$ cat src/rtl/audio_serial_tx.sv
// Serial audio transmitter: I2S, left-justified or TDM framing with a one-deep
// holding register; an empty holding register at frame load repeats the last frame.
module audio_serial_tx #(
    parameter int SAMPLE_WIDTH = 16,
    parameter int SLOT_WIDTH   = 32,
    parameter int CHANNELS     = 2,
    parameter int BCK_DIV      = 8
) (
    input  logic                             clk,
    input  logic                             reset_n,
    input  logic                             fmt_lj,
    input  logic [CHANNELS*SAMPLE_WIDTH-1:0] sample_data,
    input  logic                             sample_valid,
    output logic                             sample_ready,
    input  logic                             underrun_clr,
    output logic                             underrun,
    output logic                             frame_start,
    output logic                             i2s_bck,
    output logic                             i2s_lrck,
    output logic                             i2s_data
);
    localparam int FRAME_BITS = SLOT_WIDTH * CHANNELS;
    localparam int BIT_W      = $clog2(FRAME_BITS);
    localparam int DIV_W      = $clog2(BCK_DIV);

    typedef logic [CHANNELS-1:0][SAMPLE_WIDTH-1:0] frame_t;

    logic [DIV_W-1:0]      div_cnt;
    logic [BIT_W-1:0]      bit_cnt;
    frame_t                holding;
    frame_t                active;
    logic                  hold_full;
    logic                  fmt_lj_q;

    logic                  shift_evt;
    logic                  bck_rise;
    logic                  wrap;
    logic                  load;
    logic                  accept;
    logic                  fmt_nxt;
    logic [BIT_W-1:0]      bit_nxt;
    logic [BIT_W-1:0]      pos;
    frame_t                active_nxt;
    logic [FRAME_BITS-1:0] ser_nxt;
    logic                  tail_bit;
    logic                  data_nxt;
    logic                  lrck_nxt;

    assign shift_evt    = (div_cnt == DIV_W'(BCK_DIV - 1));
    assign bck_rise     = (div_cnt == DIV_W'(BCK_DIV / 2 - 1));
    assign wrap         = (bit_cnt == BIT_W'(FRAME_BITS - 1));
    assign load         = shift_evt && wrap;
    assign accept       = sample_valid && !hold_full;
    assign sample_ready = !hold_full;
    assign bit_nxt      = wrap ? '0 : bit_cnt + BIT_W'(1);
    assign fmt_nxt      = load ? fmt_lj : fmt_lj_q;

    always_comb begin
        active_nxt = active;
        if (load) begin
            if (hold_full)   active_nxt = holding;
            else if (accept) active_nxt = sample_data;
        end
    end

    // Frame laid out in transmit order: stream position ch*SLOT_WIDTH+k.
    for (genvar ch = 0; ch < CHANNELS; ch++) begin : g_slot
        for (genvar k = 0; k < SLOT_WIDTH; k++) begin : g_bit
            if (k < SAMPLE_WIDTH) begin : g_smp
                assign ser_nxt[ch*SLOT_WIDTH + k] = active_nxt[ch][SAMPLE_WIDTH-1-k];
            end else begin : g_pad
                assign ser_nxt[ch*SLOT_WIDTH + k] = 1'b0;
            end
        end
    end

    // I2S bit 0 is the previous frame's final bit, taken before active is overwritten.
    assign tail_bit = (SAMPLE_WIDTH == SLOT_WIDTH) ? active[CHANNELS-1][0] : 1'b0;
    assign pos      = fmt_nxt ? bit_nxt : bit_nxt - BIT_W'(1);
    assign data_nxt = (!fmt_nxt && bit_nxt == '0) ? tail_bit : ser_nxt[pos];

    if (CHANNELS == 2) begin : g_lr_stereo
        assign lrck_nxt = (bit_nxt >= BIT_W'(SLOT_WIDTH));
    end else begin : g_lr_tdm
        assign lrck_nxt = (bit_nxt == '0);
    end

    always_ff @(posedge clk) begin
        if (!reset_n) begin
            div_cnt     <= '0;
            bit_cnt     <= BIT_W'(FRAME_BITS - 1);
            holding     <= '0;
            active      <= '0;
            hold_full   <= 1'b0;
            fmt_lj_q    <= 1'b0;
            underrun    <= 1'b0;
            frame_start <= 1'b0;
            i2s_bck     <= 1'b0;
            i2s_lrck    <= 1'b0;
            i2s_data    <= 1'b0;
        end else begin
            div_cnt     <= shift_evt ? '0 : div_cnt + DIV_W'(1);
            frame_start <= load;
            if (bck_rise) i2s_bck <= 1'b1;
            if (shift_evt) begin
                i2s_bck  <= 1'b0;
                bit_cnt  <= bit_nxt;
                i2s_data <= data_nxt;
                i2s_lrck <= lrck_nxt;
            end
            if (load) begin
                active   <= active_nxt;
                fmt_lj_q <= fmt_lj;
            end
            // A bypass accept at load goes straight to active and never fills holding.
            if (load && hold_full) begin
                hold_full <= 1'b0;
            end else if (accept && !load) begin
                holding   <= sample_data;
                hold_full <= 1'b1;
            end
            if (load && !hold_full && !accept) underrun <= 1'b1;
            else if (underrun_clr)             underrun <= 1'b0;
        end
    end
endmodule

$ cat config.mk
export PLATFORM = sky130hd
export DESIGN_NAME = audio_serial_tx
export DESIGN_NICKNAME = d
export VERILOG_FILES = /design/src/rtl/audio_serial_tx.sv
export SDC_FILE = /design/constraint.sdc
export NUM_CORES = 1
export LEC_CHECK = 0
export ABC_AREA = 1
export BUFFER_PORTS_ARGS = -buffer_cell sky130_fd_sc_hd__buf_2
export CORE_MARGIN = 1
export CORE_UTILIZATION = 24
export DETAILED_ROUTE_END_ITERATION = 16
export PLACE_DENSITY = 0.43
export SYNTH_ARGS = -nofsm -noshare
export SYNTH_HDL_FRONTEND = slang
export SYNTH_SLANG_ARGS = --single-unit
$ cat constraint.sdc
create_clock -name clk -period 4.05 [get_ports clk]
set_input_delay 0.405 -clock clk [delete_from_list [all_inputs] [get_ports clk]]
set_output_delay 0.405 -clock clk [all_outputs]
set_load 0.1 [all_outputs]
==> impl_metrics.ini <==
[cells_and_area]
nFillCells = 1976
layout_common_cells = nand2_1 (197), inv_1 (91), nor2_1 (83), dfxtp_1 (80), nand3_1 (43)
drive_gt1_share_pct = 12.5
nets = 754
syn2layout_area_growth_pct = 15.3
antenna_cells_inserted = 0
utilization_pct = 28.7
final_common_cell = nand2_1

[route]
drt_drc_violations_left = 0
drt-total-wl_mm = 12.4
vias_per_cell = 4.33
detail-route-antenna-nets = 0
first_pass_iters = 4
wl_per_cell_um = 13.1
route.vias.total = 4087
first_iter_violations = 251

[cts]
clk_pin_slew_ns = 0.07
clk_path_buf_depth = 2
cts_tree = done
cts.sinks = 80
h-tree-depth = 3
cts-buffers-inserted = 9
clock_latency_ns = 0.35
post-cts-setup-buffers = 0
cts_hold_buf = 0
clock-root-buffer = clkbuf_16
cts_resized = 0

[floorplanning]
rows = 48
die_h_um = 137
num_io_pins = 43
fp.dieW_um = 137
core-area_mm2 = 0.0175
die_area_mm2 = 0.0187
start_util_pct = 24.9

[timing]
setup_viol = 0
timing.final.crit_share_pct = 65.5
hold_violations = 0
slew_violations = 0
finClkSkew_ns = 0.0121
rsz0062_at_grt = no
fmax_mhz = 377
fin_crit_ns = 2.65
finalSetupTns_ns = 0
slew-limit-headroom_pct = 45.3
tightest_slew_ns = 0.819
fin_ws_ns = 1.40

[logic_synthesis]
yosys.area_share.simple_pct = 36.6
synth_top_family_by_area = simple AND/OR/NAND/NOR gates
synth-seq-cells = 80
yosysTopAreaCellShare_pct = 36.7
synthAdderAreaFrac_pct = 1.15
yosys-top-cells-area = dfxtp_1 (37%), nand2_1 (17%), inv_1 (7.8%)
synth.distinct_cells = 35
synth_flop_cell = dfxtp_1
synth_edf_count = 0
syn_area_mm2 = 0.00437
synth_xor_area_share_pct = 0.601
synthArstFlopShare_pct = 0
muxShareOfSynthArea_pct = 0
synthCells = 688
synth-seq-area-share_pct = 36.7
ys.warnings.count = 0
syn_avg_cell_area_um2 = 6.35
yosysTopAreaCell = dfxtp_1
syn-num-nets = 729
synth_compound_area_share_pct = 12.7

[power_and_ir_drop]
seq_power_share_pct = 44.1
internal-power_w = 0.00138
swShare_pct = 26.9
ir_drop_mv = 0.197
power_w = 0.00189
p_leak_nw = 2.46
powerDensity_mw_per_mm2 = 375
p_comb_share_pct = 11.1
p_sw_w = 0.000508
p_clk_share_pct = 44.8

[critical_path]
start_kind = flop
crit_fanout = 15
end_kind = flop
worst_ep_arrival_time_ns = 2.90
required_ns = 4.30
path_class = flop to flop

[placed_design]
place_congestion = 0.777
portBuffers = 42
preCtsSetupSlack_ns = 1.34
place_hpwl_mm = 8.48

[global_route]
grt_pass1_wl_mm = 20.7
grt_usage_pct = 14.5
antenna_found_initial = 0
grt_max_degree = 42
first_global_vias = 3937
grt-ovfl-total = 0

[run]
maxCapViolations = 0

[worst_hold_path]
min_path_type = input pin to flop

[outcome]
outcome = finished, final reports clean
## power groups by stage
stage	sequential [W]	combinational, W	clock, W
2_1_floorplan	0.000849	0.000148	0
3_3_place_gp	0.000851	0.000212	0
3_5_place_dp	0.000851	0.000211	0
4_1_cts	0.000833	0.000213	0.000873
5_1_grt	0.000836	0.000243	0.000906
6_report	0.000833	0.000209	0.000846
## layout make-up
type                            count  area, um^2  area share (%)
Tap cell                          225         282            5.59
Clock buffer                       10         239            4.74
Sequential cell                    80        1600            31.8
Clock inverter                      6        66.3            1.32
Inverter                           96         360            7.15
Timing Repair Buffer               49         263            5.21
Multi-Input combinational cell    477        2230            44.2
## routing by layer
| layer | vias to the layer above | global-route usage [%] | share of wire (%) |
|---|---|---|---|
| met5 | - | 0 | 0 |
| met4 | 0 | 3.48 | 0.96 |
| met3 | 7 | 3.63 | 3.7 |
| met2 | 50 | 22.4 | 44 |
| met1 | 1824 | 20.0 | 51 |
| li1 | 2206 | - | - |
## sequential cells by signal, summed over array words and instances (netlist names)
signal / count
active: 32
bit_cnt: 6
div_cnt: 3
fmt_lj_q: 1
frame_start: 1
hold_full: 1
holding: 32
i2s_bck: 1
i2s_data: 1
i2s_lrck: 1
underrun: 1
## worst max-delay path, stage by stage, from the launching register on
cell,delay (ns)
dfxtp_1,0.40
ha_1,0.29
nand3_2,0.15
nor2_4,0.40
nand3_2,0.45
nor2_1,0.25
nor2_1,0.08
nand2_1,0.07
nand3_1,0.09
nand3_1,0.08
nand3_1,0.08
nand2_1,0.08
nand2_1,0.04
nand3_1,0.05
nand2_1,0.04
## worst paths after layout
kind | from | cells past startpoint | to | slack (ns)
worst max-delay path | bit_cnt[0] | 14 | i2s_data | 1.40
worst min-delay path | sample_data[10] | 3 | holding[10] | 0.31
worst max register to register | bit_cnt[0] | 14 | i2s_data | 1.40
worst min register to register | div_cnt[0] | 1 | div_cnt[0] | 0.42
## kinds of logic after synthesis
| logic type | after synthesis |
|---|---|
| AOI/OAI and AO/OA | 101 |
| xor gates and xnor gates | 3 |
| adders and majority gates | 4 |
| buffers and inverters | 131 |
| DFF | 80 |
| and+or+nand+nor | 369 |
## Yosys cell counts (8+ instances only)
cell type and count:
clkbuf_1 17, nor3_1 13, inv_1 91, nand2_1 197, a21oi_1 39, buf_2 11, o21ai_0 40, nor2_1 83
dfxtp_1 80, nand3_1 43, nand4_1 13, nand2_2 8
## per-stage QoR
step	hold WS (ns)	cells	cell area [um^2]
after floorplan	0.399	688	4370
after global placement	0.417	927	4730
final	0.312	943	5040
after CTS	0.303	943	5040
after detailed placement	0.412	927	4730
after global routing	0.328	943	5040
(Power assumes the default switching activity.)
